===== src/rtl/taxi_eth_pkg.sv =====
// Shared Ethernet definitions for the TX completion tracker.
// Status values carried in the host completion tuser bit.
package taxi_eth_pkg;

    localparam logic CPL_STATUS_OK      = 1'b0;
    localparam logic CPL_STATUS_TIMEOUT = 1'b1;

endpackage


===== src/rtl/taxi_eth_tx_cpl_tracker_if.sv =====
// AXI-stream bundle shared by the frame and completion paths of the tracker.
interface taxi_eth_tx_cpl_tracker_if #(
    parameter int DATA_W = 8,
    parameter int KEEP_W = (DATA_W + 7) / 8,
    parameter int ID_W   = 8,
    parameter int USER_W = 1
);

    logic [DATA_W-1:0] tdata;
    logic [KEEP_W-1:0] tkeep;
    logic              tvalid;
    logic              tready;
    logic              tlast;
    logic [ID_W-1:0]   tid;
    logic [USER_W-1:0] tuser;

    modport master (
        output tdata, tkeep, tvalid, tlast, tid, tuser,
        input  tready
    );

    modport slave (
        input  tdata, tkeep, tvalid, tlast, tid, tuser,
        output tready
    );

endinterface


===== src/rtl/taxi_eth_tx_cpl_tracker.sv =====
// Tags outgoing frames with a short MAC tag from an in-order circular pool and
// turns MAC completions (or watchdog timeouts) back into host cookie completions.
module taxi_eth_tx_cpl_tracker
    import taxi_eth_pkg::*;
#(
    parameter int          TAG_W       = 4,
    parameter int          COOKIE_W    = 16,
    parameter int          CPL_DATA_W  = 96,
    parameter int unsigned TIMEOUT_CYC = 2**20
) (
    input  logic                   clk,
    input  logic                   rst_n,
    taxi_eth_tx_cpl_tracker_if.slave  s_axis_tx,
    taxi_eth_tx_cpl_tracker_if.master m_axis_tx,
    taxi_eth_tx_cpl_tracker_if.slave  s_axis_cpl,
    taxi_eth_tx_cpl_tracker_if.master m_axis_cpl,
    output logic [TAG_W:0]         stat_outstanding,
    output logic                   stat_cpl_unexpected,
    output logic                   stat_timeout
);

    localparam int DEPTH   = 2**TAG_W;
    localparam int TIMER_W = (TIMEOUT_CYC > 1) ? $clog2(TIMEOUT_CYC) : 1;
    localparam logic [TIMER_W-1:0] TIMER_MAX = TIMER_W'((TIMEOUT_CYC > 0) ? TIMEOUT_CYC - 1 : 0);

    logic [TAG_W-1:0]    wr_ptr;
    logic [TAG_W-1:0]    rd_ptr;
    logic [TAG_W:0]      count;
    logic                frame_active;
    logic [TIMER_W-1:0]  timer;
    logic [COOKIE_W-1:0] cookie_table [DEPTH];

    logic                  cpl_valid;
    logic [CPL_DATA_W-1:0] cpl_data;
    logic [COOKIE_W-1:0]   cpl_cookie;
    logic                  cpl_user;

    logic tx_gate, tx_xfer, tx_alloc, tx_end;
    logic cpl_free, cpl_xfer, cpl_match, cpl_drop, timeout_fire, retire;

    // NOTE: every always_comb output gets a default first so no path can infer a latch.
    always_comb begin
        tx_gate      = 1'b0;
        cpl_match    = 1'b0;
        timeout_fire = 1'b0;
        // A new frame may only start while a tag is free; later beats never stall on the pool.
        if (frame_active || (count < (TAG_W+1)'(DEPTH))) begin
            tx_gate = 1'b1;
        end
        if (cpl_xfer && (count != '0) && (s_axis_cpl.tid == rd_ptr)) begin
            cpl_match = 1'b1;
        end
        if ((TIMEOUT_CYC != 0) && (count != '0) && (timer == TIMER_MAX) && cpl_free && !cpl_match) begin
            timeout_fire = 1'b1;
        end
    end

    assign tx_xfer  = s_axis_tx.tvalid && s_axis_tx.tready;
    assign tx_alloc = tx_xfer && !frame_active;
    assign tx_end   = tx_xfer && s_axis_tx.tlast;
    assign cpl_free = !cpl_valid || m_axis_cpl.tready;
    assign cpl_xfer = s_axis_cpl.tvalid && cpl_free;
    assign cpl_drop = cpl_xfer && !cpl_match;
    assign retire   = cpl_match || timeout_fire;

    assign m_axis_tx.tdata  = s_axis_tx.tdata;
    assign m_axis_tx.tkeep  = s_axis_tx.tkeep;
    assign m_axis_tx.tlast  = s_axis_tx.tlast;
    assign m_axis_tx.tuser  = s_axis_tx.tuser;
    assign m_axis_tx.tid    = wr_ptr;
    assign m_axis_tx.tvalid = s_axis_tx.tvalid && tx_gate;
    assign s_axis_tx.tready = m_axis_tx.tready && tx_gate;

    assign s_axis_cpl.tready = cpl_free;
    assign m_axis_cpl.tvalid = cpl_valid;
    assign m_axis_cpl.tdata  = cpl_data;
    assign m_axis_cpl.tid    = cpl_cookie;
    assign m_axis_cpl.tuser  = cpl_user;
    assign m_axis_cpl.tkeep  = '1;
    assign m_axis_cpl.tlast  = 1'b1;

    assign stat_outstanding = count;

    // NOTE: sequential state uses non-blocking assignments so every block sees pre-edge values.
    always_ff @(posedge clk or negedge rst_n) begin
        if (!rst_n) begin
            wr_ptr       <= '0;
            rd_ptr       <= '0;
            count        <= '0;
            frame_active <= 1'b0;
        end else begin
            if (tx_xfer) begin
                frame_active <= !s_axis_tx.tlast;
            end
            if (tx_end) begin
                wr_ptr <= wr_ptr + 1'b1;
            end
            if (retire) begin
                rd_ptr <= rd_ptr + 1'b1;
            end
            if (tx_alloc && !retire) begin
                count <= count + 1'b1;
            end else if (!tx_alloc && retire) begin
                count <= count - 1'b1;
            end
        end
    end

    // NOTE: the cookie table has no reset; an entry is always written before it can be retired.
    always_ff @(posedge clk) begin
        if (tx_alloc) begin
            cookie_table[wr_ptr] <= s_axis_tx.tid;
        end
    end

    always_ff @(posedge clk or negedge rst_n) begin
        if (!rst_n) begin
            cpl_valid           <= 1'b0;
            cpl_data            <= '0;
            cpl_cookie          <= '0;
            cpl_user            <= CPL_STATUS_OK;
            stat_cpl_unexpected <= 1'b0;
            stat_timeout        <= 1'b0;
        end else begin
            stat_cpl_unexpected <= cpl_drop;
            stat_timeout        <= timeout_fire;
            if (cpl_match) begin
                cpl_valid  <= 1'b1;
                cpl_data   <= s_axis_cpl.tdata;
                cpl_cookie <= cookie_table[rd_ptr];
                cpl_user   <= CPL_STATUS_OK;
            end else if (timeout_fire) begin
                cpl_valid  <= 1'b1;
                cpl_data   <= '0;
                cpl_cookie <= cookie_table[rd_ptr];
                cpl_user   <= CPL_STATUS_TIMEOUT;
            end else if (m_axis_cpl.tready) begin
                cpl_valid <= 1'b0;
            end
        end
    end

    // Watchdog on the oldest tag; saturates while the output register is busy.
    always_ff @(posedge clk or negedge rst_n) begin
        if (!rst_n) begin
            timer <= '0;
        end else if ((count == '0) || retire) begin
            timer <= '0;
        end else if (timer != TIMER_MAX) begin
            timer <= timer + 1'b1;
        end
    end

endmodule


===== src/flat_wrapper.sv =====
// flat-port wrapper written by rule: the top's interface ports become plain ports
module taxi_eth_tx_cpl_tracker_flat import taxi_eth_pkg::*;
#(
    parameter int          TAG_W       = 4,
    parameter int          COOKIE_W    = 16,
    parameter int          CPL_DATA_W  = 96,
    parameter int unsigned TIMEOUT_CYC = 2**20
)
  (clk, rst_n, stat_outstanding, stat_cpl_unexpected, stat_timeout, s_axis_tx_tdata, s_axis_tx_tkeep, s_axis_tx_tvalid, s_axis_tx_tlast, s_axis_tx_tid, s_axis_tx_tuser, s_axis_tx_tready, m_axis_tx_tdata, m_axis_tx_tkeep, m_axis_tx_tvalid, m_axis_tx_tlast, m_axis_tx_tid, m_axis_tx_tuser, m_axis_tx_tready, s_axis_cpl_tdata, s_axis_cpl_tkeep, s_axis_cpl_tvalid, s_axis_cpl_tlast, s_axis_cpl_tid, s_axis_cpl_tuser, s_axis_cpl_tready, m_axis_cpl_tdata, m_axis_cpl_tkeep, m_axis_cpl_tvalid, m_axis_cpl_tlast, m_axis_cpl_tid, m_axis_cpl_tuser, m_axis_cpl_tready);
  taxi_eth_tx_cpl_tracker_if #(.DATA_W(8), .ID_W(16), .USER_W(1)) s_axis_tx_i ();
  taxi_eth_tx_cpl_tracker_if #(.DATA_W(8), .ID_W(TAG_W), .USER_W(1)) m_axis_tx_i ();
  taxi_eth_tx_cpl_tracker_if #(.DATA_W(96), .KEEP_W(1), .ID_W(TAG_W), .USER_W(1)) s_axis_cpl_i ();
  taxi_eth_tx_cpl_tracker_if #(.DATA_W(96), .ID_W(16), .USER_W(1)) m_axis_cpl_i ();
  input  logic clk;
  input  logic rst_n;
  output logic [TAG_W:0] stat_outstanding;
  output logic stat_cpl_unexpected;
  output logic stat_timeout;
  input wire logic [$bits(s_axis_tx_i.tdata)-1:0] s_axis_tx_tdata;
  input wire logic [$bits(s_axis_tx_i.tkeep)-1:0] s_axis_tx_tkeep;
  input wire logic [$bits(s_axis_tx_i.tvalid)-1:0] s_axis_tx_tvalid;
  input wire logic [$bits(s_axis_tx_i.tlast)-1:0] s_axis_tx_tlast;
  input wire logic [$bits(s_axis_tx_i.tid)-1:0] s_axis_tx_tid;
  input wire logic [$bits(s_axis_tx_i.tuser)-1:0] s_axis_tx_tuser;
  output wire logic [$bits(s_axis_tx_i.tready)-1:0] s_axis_tx_tready;
  output wire logic [$bits(m_axis_tx_i.tdata)-1:0] m_axis_tx_tdata;
  output wire logic [$bits(m_axis_tx_i.tkeep)-1:0] m_axis_tx_tkeep;
  output wire logic [$bits(m_axis_tx_i.tvalid)-1:0] m_axis_tx_tvalid;
  output wire logic [$bits(m_axis_tx_i.tlast)-1:0] m_axis_tx_tlast;
  output wire logic [$bits(m_axis_tx_i.tid)-1:0] m_axis_tx_tid;
  output wire logic [$bits(m_axis_tx_i.tuser)-1:0] m_axis_tx_tuser;
  input wire logic [$bits(m_axis_tx_i.tready)-1:0] m_axis_tx_tready;
  input wire logic [$bits(s_axis_cpl_i.tdata)-1:0] s_axis_cpl_tdata;
  input wire logic [$bits(s_axis_cpl_i.tkeep)-1:0] s_axis_cpl_tkeep;
  input wire logic [$bits(s_axis_cpl_i.tvalid)-1:0] s_axis_cpl_tvalid;
  input wire logic [$bits(s_axis_cpl_i.tlast)-1:0] s_axis_cpl_tlast;
  input wire logic [$bits(s_axis_cpl_i.tid)-1:0] s_axis_cpl_tid;
  input wire logic [$bits(s_axis_cpl_i.tuser)-1:0] s_axis_cpl_tuser;
  output wire logic [$bits(s_axis_cpl_i.tready)-1:0] s_axis_cpl_tready;
  output wire logic [$bits(m_axis_cpl_i.tdata)-1:0] m_axis_cpl_tdata;
  output wire logic [$bits(m_axis_cpl_i.tkeep)-1:0] m_axis_cpl_tkeep;
  output wire logic [$bits(m_axis_cpl_i.tvalid)-1:0] m_axis_cpl_tvalid;
  output wire logic [$bits(m_axis_cpl_i.tlast)-1:0] m_axis_cpl_tlast;
  output wire logic [$bits(m_axis_cpl_i.tid)-1:0] m_axis_cpl_tid;
  output wire logic [$bits(m_axis_cpl_i.tuser)-1:0] m_axis_cpl_tuser;
  input wire logic [$bits(m_axis_cpl_i.tready)-1:0] m_axis_cpl_tready;
  assign s_axis_tx_i.tdata = s_axis_tx_tdata;
  assign s_axis_tx_i.tkeep = s_axis_tx_tkeep;
  assign s_axis_tx_i.tvalid = s_axis_tx_tvalid;
  assign s_axis_tx_i.tlast = s_axis_tx_tlast;
  assign s_axis_tx_i.tid = s_axis_tx_tid;
  assign s_axis_tx_i.tuser = s_axis_tx_tuser;
  assign s_axis_tx_tready = s_axis_tx_i.tready;
  assign m_axis_tx_tdata = m_axis_tx_i.tdata;
  assign m_axis_tx_tkeep = m_axis_tx_i.tkeep;
  assign m_axis_tx_tvalid = m_axis_tx_i.tvalid;
  assign m_axis_tx_tlast = m_axis_tx_i.tlast;
  assign m_axis_tx_tid = m_axis_tx_i.tid;
  assign m_axis_tx_tuser = m_axis_tx_i.tuser;
  assign m_axis_tx_i.tready = m_axis_tx_tready;
  assign s_axis_cpl_i.tdata = s_axis_cpl_tdata;
  assign s_axis_cpl_i.tkeep = s_axis_cpl_tkeep;
  assign s_axis_cpl_i.tvalid = s_axis_cpl_tvalid;
  assign s_axis_cpl_i.tlast = s_axis_cpl_tlast;
  assign s_axis_cpl_i.tid = s_axis_cpl_tid;
  assign s_axis_cpl_i.tuser = s_axis_cpl_tuser;
  assign s_axis_cpl_tready = s_axis_cpl_i.tready;
  assign m_axis_cpl_tdata = m_axis_cpl_i.tdata;
  assign m_axis_cpl_tkeep = m_axis_cpl_i.tkeep;
  assign m_axis_cpl_tvalid = m_axis_cpl_i.tvalid;
  assign m_axis_cpl_tlast = m_axis_cpl_i.tlast;
  assign m_axis_cpl_tid = m_axis_cpl_i.tid;
  assign m_axis_cpl_tuser = m_axis_cpl_i.tuser;
  assign m_axis_cpl_i.tready = m_axis_cpl_tready;
  taxi_eth_tx_cpl_tracker #(.TAG_W(TAG_W), .COOKIE_W(COOKIE_W), .CPL_DATA_W(CPL_DATA_W), .TIMEOUT_CYC(TIMEOUT_CYC)) u_core (.clk(clk), .rst_n(rst_n), .s_axis_tx(s_axis_tx_i), .m_axis_tx(m_axis_tx_i), .s_axis_cpl(s_axis_cpl_i), .m_axis_cpl(m_axis_cpl_i), .stat_outstanding(stat_outstanding), .stat_cpl_unexpected(stat_cpl_unexpected), .stat_timeout(stat_timeout));
endmodule

===== config.mk =====
export PLATFORM = sky130hd
export DESIGN_NAME = taxi_eth_tx_cpl_tracker_flat
export DESIGN_NICKNAME = d
export VERILOG_FILES = /design/src/rtl/taxi_eth_pkg.sv /design/src/rtl/taxi_eth_tx_cpl_tracker_if.sv /design/src/rtl/taxi_eth_tx_cpl_tracker.sv /design/src/flat_wrapper.sv
export SDC_FILE = /design/constraint.sdc
export NUM_CORES = 1
export LEC_CHECK = 0
export CORE_UTILIZATION = 47
export DETAILED_ROUTE_END_ITERATION = 10
export PLACE_DENSITY = 0.72
export RECOVER_POWER = 100
export SLEW_MARGIN = 20
export SYNTH_ARGS = -nofsm -noshare
export SYNTH_HDL_FRONTEND = slang
export SYNTH_SLANG_ARGS = --single-unit
export TNS_END_PERCENT = 30

===== constraint.sdc =====
create_clock -name clk -period 3.2 [get_ports clk]
set_clock_uncertainty 0.1 [all_clocks]
set_input_delay 0.48 -clock clk [delete_from_list [all_inputs] [get_ports clk]]
set_output_delay 0.48 -clock clk [all_outputs]
set_load 0.03 [all_outputs]

==> reports/metrics.cfg, run 1 <==
[status]
status = completed

[job]
drv_cap = 0

[detailed_routing]
routed_wl_um = 38700
vias_per_cell = 5.61
drt_iter0_drc = 574
vias = 9281
drt_pass1_iterations = 4
ant_nets = 0
wire_per_inst_um = 23.4
route.detailed.drc = 0

[sta]
fin_crit_sh = 0.953
period_needed_ns = 3.05
hold_violations = 0
final_critical_path_setup_slack_ns = 0.150
slew_headroom = 0.107
rsz0062_at_grt = true
finalMaxSlewViolations = 0
worst_pin_slew_ns = 1.34
clock.fmax_ghz = 0.328
setup_viol = 0

[global_route]
grt_pass1_vias = 9189
grt_max_degree = 101
grt_overflow = 0
grt_pass1_wl_um = 55900
grt_usage = 0.223
antenna_found_initial = 12

[placement]
placed_cells = 1569
place_ws_ns = -0.0764
routabilityCongestion = 0.810
port_buffers = 251
hpwl_um = 24000

[final_layout]
final_cell_mix = edfxtp_1 (256), clkdlybuf4s50_1 (234), dfrtp_1 (146)
drive_above_1_share = 0.163
final_common_cell = edfxtp_1
final_util = 0.617
fin_cells = 1655
nNetsFinal = 1320
areaGrowthSynthToFinish_pct = 27.7

[power]
ir_worst_vdd_v = 0.000594
power_density_nw_per_um2 = 871
power.leakage_nw = 7.56
p_total_w = 0.0177

[yosys]
synthArstFlopShare = 0.369
ys_types = 44
synth_area_per_cell_sq_um = 17.6
ys_top_cells_by_area = edfxtp_1 (48%), dfrtp_1 (24%), mux4_2 (9.1%)
yosysWarningCount = 0
seq_area_frac_synth = 0.720
synthFlopType = edfxtp_1
syn_area_sq_um = 15900
yosysTopAreaCellShare = 0.484
synth_edf_count = 256
synthCells = 901
ys_seq_elements = 406
synth_top_cell_by_area = edfxtp_1

[floorplanning]
ios = 288
die_h_um = 186
fp-row-count = 66
dieArea_sq_um = 34500
core_area_sq_um = 32900
die_x_um = 186
start_util = 0.483

[setup_path]
crit_arrival_ns = 3.44
worstReg2RegStart = u_core.stat_outstanding[3]
worstPathRequired_ns = 3.59
r2r_setup_slack_ns = 0.15
critical_path_class = reg -> reg
reg2reg_depth = 12
end_kind = flip-flop
cp_max_fo = 4
worst_setup_path_start_kind = flip-flop
r2r_end = u_core.stat_outstanding[4]

[cts]
clock-root-buffer = clkbuf_16
cts.clk_slew.worst_paths_ns = 0.06
clk_latency_ns = 0.57
cts_tree = built
htree_levels = 2
cts_sinks = 406
cts_buffers = 43
max-clock-path-buffers = 3
cts_setup_buffers = 0

[min_path]
whs_path_depth = 1
hold_end = u_core.timer[19]
hold_class = reg -> reg
min_from = u_core.timer[19]

metal layers:
| metal | global-route usage | vias up | wire length, um |
|---|---|---|---|
| li1 | - | 4081 | - |
| met1 | 0.262 | 4774 | 14400 |
| met2 | 0.397 | 347 | 20200 |
| met3 | 0.0509 | 77 | 2880 |
| met4 | 0.0823 | 2 | 1220 |
| met5 | 0 | - | 11 |
synthesized netlist by cell type, types with 9 or more instances:
library cell,instances
a21oi_1,15
a22o_1,96
a22oi_1,32
buf_2,11
buf_4,34
clkbuf_1,22
dfrtp_1,150
edfxtp_1,256
ha_1,10
mux2_1,13
mux4_2,64
nand2_1,37
nand3_1,18
nand4_1,9
nor2_1,26
xnor2_1,11
power by group:
group	switching, W	leakage (nW)	internal [W]	total [W]
registers	0.000538	4.21	0.00639	0.00693
logic	0.00324	2.68	0.00279	0.00603
clock network	0.00208	0.665	0.00264	0.00472
kinds of logic after synthesis:
family / share of synthesized area
buffers and inverters: 0.0304
and+or+nand+nor: 0.0427
DFF: 0.720
AOI/OAI and AO/OA: 0.0848
muxes: 0.103
other: 0.000236
adders and majority gates: 0.00913
xor gates and xnor gates: 0.00992
sequential cells by signal, indices dropped and copies added, names as in the netlist:
name                        count
u_core.m_axis_cpl.tid          16
u_core.rd_ptr                   4
u_core.m_axis_cpl.tdata        96
u_core.m_axis_tx.tid            4
u_core.stat_timeout             1
u_core.cookie_table           256
u_core.timer                   20
u_core.m_axis_cpl.tuser         1
u_core.stat_cpl_unexpected      1
u_core.stat_outstanding         5
u_core.frame_active             1
u_core.m_axis_cpl.tvalid        1
worst max path at each step:
stage | start | to | slack (ns)
3_5_place_dp | m_axis_cpl_tready | u_core.m_axis_cpl.tdata[39] | -0.08
3_3_place_gp | m_axis_cpl_tready | u_core.m_axis_cpl.tdata[21] | -0.03
6_report | u_core.stat_outstanding[3] | u_core.stat_outstanding[4] | 0.15
5_1_grt | u_core.stat_outstanding[3] | u_core.stat_outstanding[4] | -0.02
2_1_floorplan | u_core.stat_outstanding[3] | u_core.stat_outstanding[4] | 0.005
4_1_cts | u_core.stat_outstanding[3] | u_core.m_axis_cpl.tdata[60] | 0.08
worst max-delay path, cell delays in order (launching register included):
cell and delay [ns]:
dfrtp_2 0.43, or4_4 0.55, nor2_4 0.16, nor3_2 0.09, nor2_4 0.16, ha_2 0.19
inv_1 0.05, ha_1 0.31, nor2b_1 0.14, o21a_1 0.17, or3_1 0.32, a21oi_2 0.15
xor2_1 0.14
layout make-up:
cell class                      instances  area, sq um
Clock inverter                         22          173
Clock buffer                           57         1180
Inverter                                7         26.3
Fill cell                            2413        12600
Tap cell                              442          553
Sequential cell                       406        11400
Antenna cell                            6         15.0
Timing Repair Buffer                  291         2840
Multi-Input combinational cell        424         4060
what timing repair did:
action | 4_1_cts | 5_1_grt
endpoints found under the hold margin | 45 | 0
endpoints found under the setup margin | 0 | 24
hold buffers | 1 | 0
resized for setup | 0 | 2
stage by stage:
step	TNS, ns	area [sq um]	hold slack (ns)
2_1_floorplan	0	16000	0.0844
3_3_place_gp	-1.29	18900	0.358
3_5_place_dp	-2.67	18900	0.366
4_1_cts	0	20300	0.345
5_1_grt	-0.0172	20300	0.372
6_report	0	20300	0.370
Power figures use the tool's default switching activity.
==> inputs of run 2 (changes only) <==
Settings changed: CORE_UTILIZATION 47 to 63, DONT_BUFFER_PORTS set to 1, PLACE_DENSITY 0.72 to 0.75.
Clock period 3.2 ns to 2.85 ns, I/O delays scaled along.
==> run 2 against run 1 <==
  * Hold slack worse by 0.88 ns
  * Final cell count decreased by 15%
  * Non-clock buffer count decreased by 120
  * Highest routed layer unchanged
  * Sequential cell count is the same
  * Sequential power increased by 37%
  * Register-to-register slack lost 0.44 ns
  * Wire length rose by 6.7%
  * Largest power group unchanged
  * Power is 7.5% higher
  * The flow now finishes with violations (hold timing, setup timing)
  * Maximum frequency decreased by 2.8%
  * Via count rose by 2.5%
  * Setup slack got worse by 0.44 ns
==> reports/metrics.cfg, run 2 (same netlist as run 1, synthesis figures left out) <==
[detailed_routing]
drt_pass1_iterations = 5  ; was 4
route.detailed.drc = 0  ; unchanged
wire_per_inst_um = 29.3  ; was 23.4 um
vias = 9516  ; was 9281
drt_iter0_drc = 1302  ; was 574
ant_nets = 0  ; unchanged
routed_wl_um = 41300  ; was 38700 um
vias_per_cell = 6.75  ; was 5.61

[final_layout]
largest_reg_flops = 256  ; unchanged
final_common_cell = edfxtp_1  ; unchanged
final_util = 0.774  ; was 0.617
drive_above_1_share = 0.203  ; was 0.163
areaGrowthSynthToFinish_pct = 19.6  ; was 27.7%
regMostFlops = u_core.cookie_table  ; unchanged
nNetsFinal = 1197  ; was 1320
final_cell_mix = edfxtp_1 (256), dfrtp_1 (145), dlygate4sd3_1 (113)  ; was edfxtp_1 (256), clkdlybuf4s50_1 (234), dfrtp_1 (146)
finalInstanceArea_sq_um = 19000  ; was 20300 sq um

[power]
switching_power_w = 0.00658  ; was 0.00585 W
ir_worst_vdd_v = 0.000632  ; was 0.000594 V
comb_power_share = 0.214  ; was 0.341
p_clk_frac = 0.288  ; was 0.267
power.leakage_nw = 7.20  ; was 7.56 nW
swShare = 0.346  ; was 0.331
power_density_nw_per_um2 = 1000  ; was 871 nW/um^2
p_int_w = 0.0124  ; was 0.0118 W
seqPwrFrac = 0.498  ; was 0.392

[global_route]
grt_pass1_wl_um = 60100  ; was 55900 um
grt_usage = 0.319  ; was 0.223
grt_overflow = 0  ; unchanged
grt_pass1_vias = 9792  ; was 9189
antenna_found_initial = 5  ; was 12
grt_max_degree = 151  ; was 101

[job]
drv_cap = 0  ; unchanged

[sta]
fin_crit_sh = 1.10  ; was 0.953
period_needed_ns = 3.14  ; was 3.05 ns
worst_pin_slew_ns = 1.06  ; was 1.34 ns
finalMaxSlewViolations = 0  ; unchanged
clock.fmax_ghz = 0.319  ; was 0.328 GHz
rsz0062_at_grt = true  ; unchanged
hold_violations = 150  ; was 0
setup_viol = 2  ; was 0
slew_headroom = 0.290  ; was 0.107
setup_tns_ns = -0.525  ; was 0 ns
hold-worst-slack_ns = -0.513  ; was 0.370 ns
final_critical_path_setup_slack_ns = -0.287  ; was 0.150 ns

[setup_path]
worst_setup_path_start_kind = flip-flop  ; unchanged
crit_arrival_ns = 3.49  ; was 3.44 ns
critical_path_class = reg -> reg  ; unchanged
cp_max_fo = 4  ; unchanged
cpPeakStageDelay_ns = 0.57  ; was 0.55 ns
cp_top_family = simple AND/OR/NAND/NOR gates  ; unchanged
path_buf_inv = 1  ; unchanged
worstPathCellList = or4_4, nor2_4, nor3_4, nor2_4, ha_4, inv_4, ha_4, nor2b_4, o21a_1, or3_4, a21oi_4, xor2_1  ; was or4_4, nor2_4, nor3_2, nor2_4, ha_2, inv_1, ha_1, nor2b_1, o21a_1, or3_1, a21oi_2, xor2_1
crit_slowest_cell = or4_4  ; unchanged
end_kind = flip-flop  ; unchanged
worstPathRequired_ns = 3.21  ; was 3.59 ns

[cts]
cts.clk_slew.worst_paths_ns = 0.07  ; was 0.06 ns
clk_latency_ns = 0.54  ; was 0.57 ns
cts_buffers = 40  ; was 43
cts_hold_buf = 113  ; was 1
cts_tree = built  ; unchanged
max-clock-path-buffers = 3  ; unchanged
clock-root-buffer = clkbuf_16  ; unchanged
cts_sinks = 406  ; unchanged
htree_levels = 2  ; unchanged

[placement]
place_area_sq_um = 16400  ; was 18900 sq um
port_buffers = 0  ; was 251
hpwl_um = 23500  ; was 24000 um
routabilityCongestion = 0.929  ; was 0.810

[floorplanning]
fp-row-count = 57  ; was 66
ios = 288  ; unchanged
start_util = 0.648  ; was 0.483
die_x_um = 161  ; was 186 um
dieArea_sq_um = 25900  ; was 34500 sq um
core_area_sq_um = 24500  ; was 32900 sq um
die_h_um = 161  ; was 186 um

[min_path]
hold_class = in -> async  ; was reg -> reg

[status]
status = finished with violations  ; was completed
violations = hold timing, setup timing

## run 2: changes by cell type in the layout (fill, tap and decap cells not counted), moves of 3 or more
cell / before / now
buf_4: 31 / 55
bufinv_16: 0 / 3
clkbuf_1: 12 / 9
clkbuf_2: 3 / 0
clkbuf_8: 3 / 6
clkdlybuf4s50_1: 234 / 0
clkinv_2: 11 / 3
dlygate4sd3_1: 17 / 113
nor2_1: 22 / 26
nor2_2: 4 / 0
## run 2: stage by stage
step	hold WS [ns]	std cells	worst slack [ns]	power (W)
after floorplan	0.0319	913	-0.191	0.0121
after global placement	0.0349	1212	0.00420	0.0129
after detailed placement	0.0356	1212	-0.156	0.0131
after CTS	-0.527	1404	-0.0764	0.0188
after global routing	-0.534	1408	-0.299	0.0196
final	-0.513	1410	-0.287	0.0190
## run 2: layer usage
layer,up-vias,global-route usage,wire length (um)
met5,-,0,28
met4,4,0.113,1240
met3,120,0.0842,4280
met2,648,0.562,21800
met1,4906,0.382,14000
li1,3838,-,-
## run 2: repair_timing
item | 4_1_cts | 5_1_grt
resized for setup | 6 | 10
setup endpoints to repair | 50 | 53
setup buffers | 5 | 2
endpoints found under the hold margin | 503 | 150
pin swaps | 9 | 5
## run 2: power groups by stage
stage | Combinational [W] | Sequential (W) | Clock (W)
5_1_grt | 0.00434 | 0.00954 | 0.00575
3_3_place_gp | 0.00342 | 0.00948 | 0
4_1_cts | 0.00387 | 0.00942 | 0.00550
2_1_floorplan | 0.00281 | 0.00928 | 0
3_5_place_dp | 0.00359 | 0.00953 | 0
6_report | 0.00407 | 0.00947 | 0.00547
## run 2: path summary, 6_finish.rpt
kind                                       startpoint  slack, ns  depth (start not counted)                     endpoint
setup / recovery           u_core.stat_outstanding[2]      -0.29                         12   u_core.stat_outstanding[4]
hold / removal                                  rst_n      -0.51                          0  u_core.m_axis_cpl.tdata[63]
setup reg to reg           u_core.stat_outstanding[2]      -0.29                         12   u_core.stat_outstanding[4]
hold reg to reg                      u_core.timer[19]       0.39                          1             u_core.timer[19]
max in group asynchronous                       rst_n       2.94                          0     u_core.m_axis_cpl.tid[8]
min in group clk                     s_axis_tx_tvalid       0.02                          2          u_core.frame_active
## run 2: area by class of cell
type	count	area, sq um
clock buffers	59	1220
repair buffers	171	1590
clock inverters	15	179
diodes	4	10.0
well taps	324	405
flip-flops and latches	406	11400
inverters	7	28.8
fillers	1272	5530
multi-input cells	424	4120
==> inputs of run 3 (changes only) <==
Settings changed: CTS_CLUSTER_SIZE set to 8.
==> run 3 against run 2 <==
  * The run still ends with hold timing, setup timing left
  * Register-to-register slack worse by 0.04 ns
  * Sequential cell count is the same
  * Combinational power is 2% lower
  * Clock power increased by 11%
  * Global-route usage grew 0.89 points
  * Wire length is 1.4% higher
  * Design area is 0.91% higher
  * Final cell count increased by 1.5%
  * Sequential share of layout area fell by 0.54 points
  * Sequential power increased by 0.4%
  * Critical path depth unchanged
  * Largest cell class unchanged
  * Highest routed layer unchanged
==> reports/metrics.cfg, run 3 (same netlist as run 1, synthesis figures left out) <==
[min_path]
hold_class = in -> async  ; unchanged

[floorplanning]
die_x_um = 161  ; unchanged
fp-row-count = 57  ; unchanged
core_area_sq_um = 24500  ; unchanged
die_h_um = 161  ; unchanged
dieArea_sq_um = 25900  ; unchanged
ios = 288  ; unchanged
start_util = 0.648  ; unchanged

[sta]
slew_headroom = 0.292  ; was 0.290
hold_violations = 150  ; unchanged
period_needed_ns = 3.17  ; was 3.14 ns
worst_pin_slew_ns = 1.06  ; about the same
finalMaxSlewViolations = 0  ; unchanged
hold-worst-slack_ns = -0.565  ; was -0.513 ns
setup_viol = 2  ; unchanged
final_critical_path_setup_slack_ns = -0.324  ; was -0.287 ns
clock.fmax_ghz = 0.315  ; was 0.319 GHz
fin_crit_sh = 1.11  ; was 1.10
rsz0062_at_grt = true  ; unchanged

[status]
violations = hold timing, setup timing  ; unchanged
status = finished with violations  ; unchanged

[setup_path]
crit_slowest_cell = or4_4  ; unchanged
worstPathRequired_ns = 3.24  ; was 3.21 ns
r2r_setup_slack_ns = -0.32  ; was -0.29 ns
end_kind = flip-flop  ; unchanged
path_buf_inv = 1  ; unchanged
worst_setup_path_start_kind = flip-flop  ; unchanged
r2r_end = u_core.stat_outstanding[4]  ; unchanged
cp_top_family = simple AND/OR/NAND/NOR gates  ; unchanged
reg2reg_depth = 12  ; unchanged
crit_arrival_ns = 3.57  ; was 3.49 ns
worstReg2RegStart = u_core.stat_outstanding[3]  ; was u_core.stat_outstanding[2]
cp_max_fo = 4  ; unchanged
cpPeakStageDelay_ns = 0.55  ; was 0.57 ns
critical_path_class = reg -> reg  ; unchanged
worstPathCellList = or4_4, nor2_4, nor3_4, nor2_4, ha_4, inv_4, ha_4, nor2b_1, o21a_1, or3_4, a21oi_4, xor2_1  ; was or4_4, nor2_4, nor3_4, nor2_4, ha_4, inv_4, ha_4, nor2b_4, o21a_1, or3_4, a21oi_4, xor2_1

[power]
swShare = 0.346  ; about the same
seqPwrFrac = 0.486  ; was 0.498
power.leakage_nw = 7.26  ; was 7.20 nW
switching_power_w = 0.00676  ; was 0.00658 W
comb_power_share = 0.204  ; was 0.214
p_int_w = 0.0128  ; was 0.0124 W
power_density_nw_per_um2 = 1020  ; was 1000 nW/um^2
ir_worst_vdd_v = 0.000712  ; was 0.000632 V
p_clk_frac = 0.310  ; was 0.288

[final_layout]
finalInstanceArea_sq_um = 19200  ; was 19000 sq um
final_common_cell = edfxtp_1  ; unchanged
final_cell_mix = edfxtp_1 (256), dfrtp_1 (145), dlygate4sd3_1 (115)  ; was edfxtp_1 (256), dfrtp_1 (145), dlygate4sd3_1 (113)
nFillCells = 1236  ; was 1272
nNetsFinal = 1211  ; was 1197
fin_cells = 1431  ; was 1410
regMostFlops = u_core.cookie_table  ; unchanged
areaGrowthSynthToFinish_pct = 20.7  ; was 19.6%
drive_above_1_share = 0.189  ; was 0.203
largest_reg_flops = 256  ; unchanged

[global_route]
grt_pass1_vias = 10000  ; was 9792
antenna_found_initial = 3  ; was 5
grt_usage = 0.328  ; was 0.319
grt_pass1_wl_um = 61900  ; was 60100 um
grt_overflow = 0  ; unchanged
grt_max_degree = 151  ; unchanged

[cts]
max-clock-path-buffers = 3  ; unchanged
cts_tree = built  ; unchanged
cts.clk_slew.worst_paths_ns = 0.06  ; was 0.07 ns
cts_hold_buf = 115  ; was 113
cts_sinks = 406  ; unchanged
htree_levels = 2  ; unchanged
clock-root-buffer = clkbuf_16  ; unchanged
clk_latency_ns = 0.59  ; was 0.54 ns
cts_buffers = 56  ; was 40

[detailed_routing]
route.detailed.drc = 0  ; unchanged
drt_pass1_iterations = 8  ; was 5
vias_per_cell = 6.71  ; was 6.75
ant_nets = 0  ; unchanged
drt_iter0_drc = 1134  ; was 1302
wire_per_inst_um = 29.2  ; was 29.3 um
vias = 9601  ; was 9516
routed_wl_um = 41800  ; was 41300 um

[placement]
placed_cells = 1212  ; unchanged
routabilityCongestion = 0.929  ; unchanged
port_buffers = 0  ; unchanged
hpwl_um = 23500  ; unchanged
place_area_sq_um = 16400  ; unchanged
place_ws_ns = -0.156  ; unchanged

[job]
drv_cap = 0  ; unchanged

## run 3: timing repair
action	CTS	global route
setup endpoints to repair	51	53
gates cloned	0	0
setup buffers	1	2
gates resized for setup	2	10
hold endpoints to repair	504	150
pin swaps	2	10
## run 3: worst reg2reg max path: cells and delay by family (launching register included)
family	cells	cell delay (ns)
and+or+nand+nor	6	1.48
AOI/OAI and AO/OA	2	0.39
adders and majority gates	2	0.42
buffers and inverters	1	0.06
DFF	1	0.44
xor gates and xnor gates	1	0.20
## run 3: metrics by stage
step                      setup TNS, ns   util  power [W]
after floorplan                   -2.74      -     0.0121
after global placement                0  0.667     0.0129
after detailed placement          -5.05  0.667     0.0131
after CTS                        -0.144  0.779     0.0193
after global routing             -0.556  0.781     0.0202
final                            -0.360  0.781     0.0195
## run 3: cell type report
class / instances / area [sq um] / share of cell area
flip-flops and latches: 406 / 11400 / 0.597
multi-input cells: 424 / 4110 / 0.214
repair buffers: 169 / 1570 / 0.0818
clock buffers: 94 / 1550 / 0.0811
well taps: 324 / 405 / 0.0211
clock inverters: 3 / 47.5 / 0.00248
inverters: 7 / 28.8 / 0.00150
diodes: 4 / 10.0 / 0.000522
## run 3: how the worst max path moves through the flow
stage / startpoint / end / slack, ns / cells past startpoint
after detailed placement: u_core.timer[1] / u_core.stat_outstanding[4] / -0.16 / 13
after global placement: u_core.timer[0] / u_core.stat_outstanding[4] / 0.004 / 13
after CTS: u_core.timer[1] / u_core.stat_outstanding[4] / -0.14 / 13
after global routing: u_core.stat_outstanding[3] / u_core.stat_outstanding[4] / -0.34 / 12
after floorplan: u_core.stat_outstanding[3] / u_core.stat_outstanding[4] / -0.19 / 13
final: u_core.stat_outstanding[3] / u_core.stat_outstanding[4] / -0.32 / 12
## run 3: power by group through the flow
| stage | registers (W) | logic [W] | clock network [W] |
|---|---|---|---|
| after detailed placement | 0.00953 | 0.00359 | 0 |
| final | 0.00951 | 0.00399 | 0.00605 |
| after CTS | 0.00943 | 0.00384 | 0.00605 |
| after global placement | 0.00948 | 0.00342 | 0 |
| after global routing | 0.00957 | 0.00427 | 0.00635 |
| after floorplan | 0.00928 | 0.00281 | 0 |
## run 3: metal layers
| metal | vias to the layer above | part of all wire | wire length [um] | GRT usage |
|---|---|---|---|---|
| met5 | - | 0.00036 | 15 | 0 |
| met2 | 695 | 0.51 | 21300 | 0.558 |
| met4 | 2 | 0.047 | 1970 | 0.154 |
| met3 | 169 | 0.11 | 4400 | 0.0811 |
| li1 | 3867 | - | - | - |
| met1 | 4868 | 0.34 | 14200 | 0.399 |
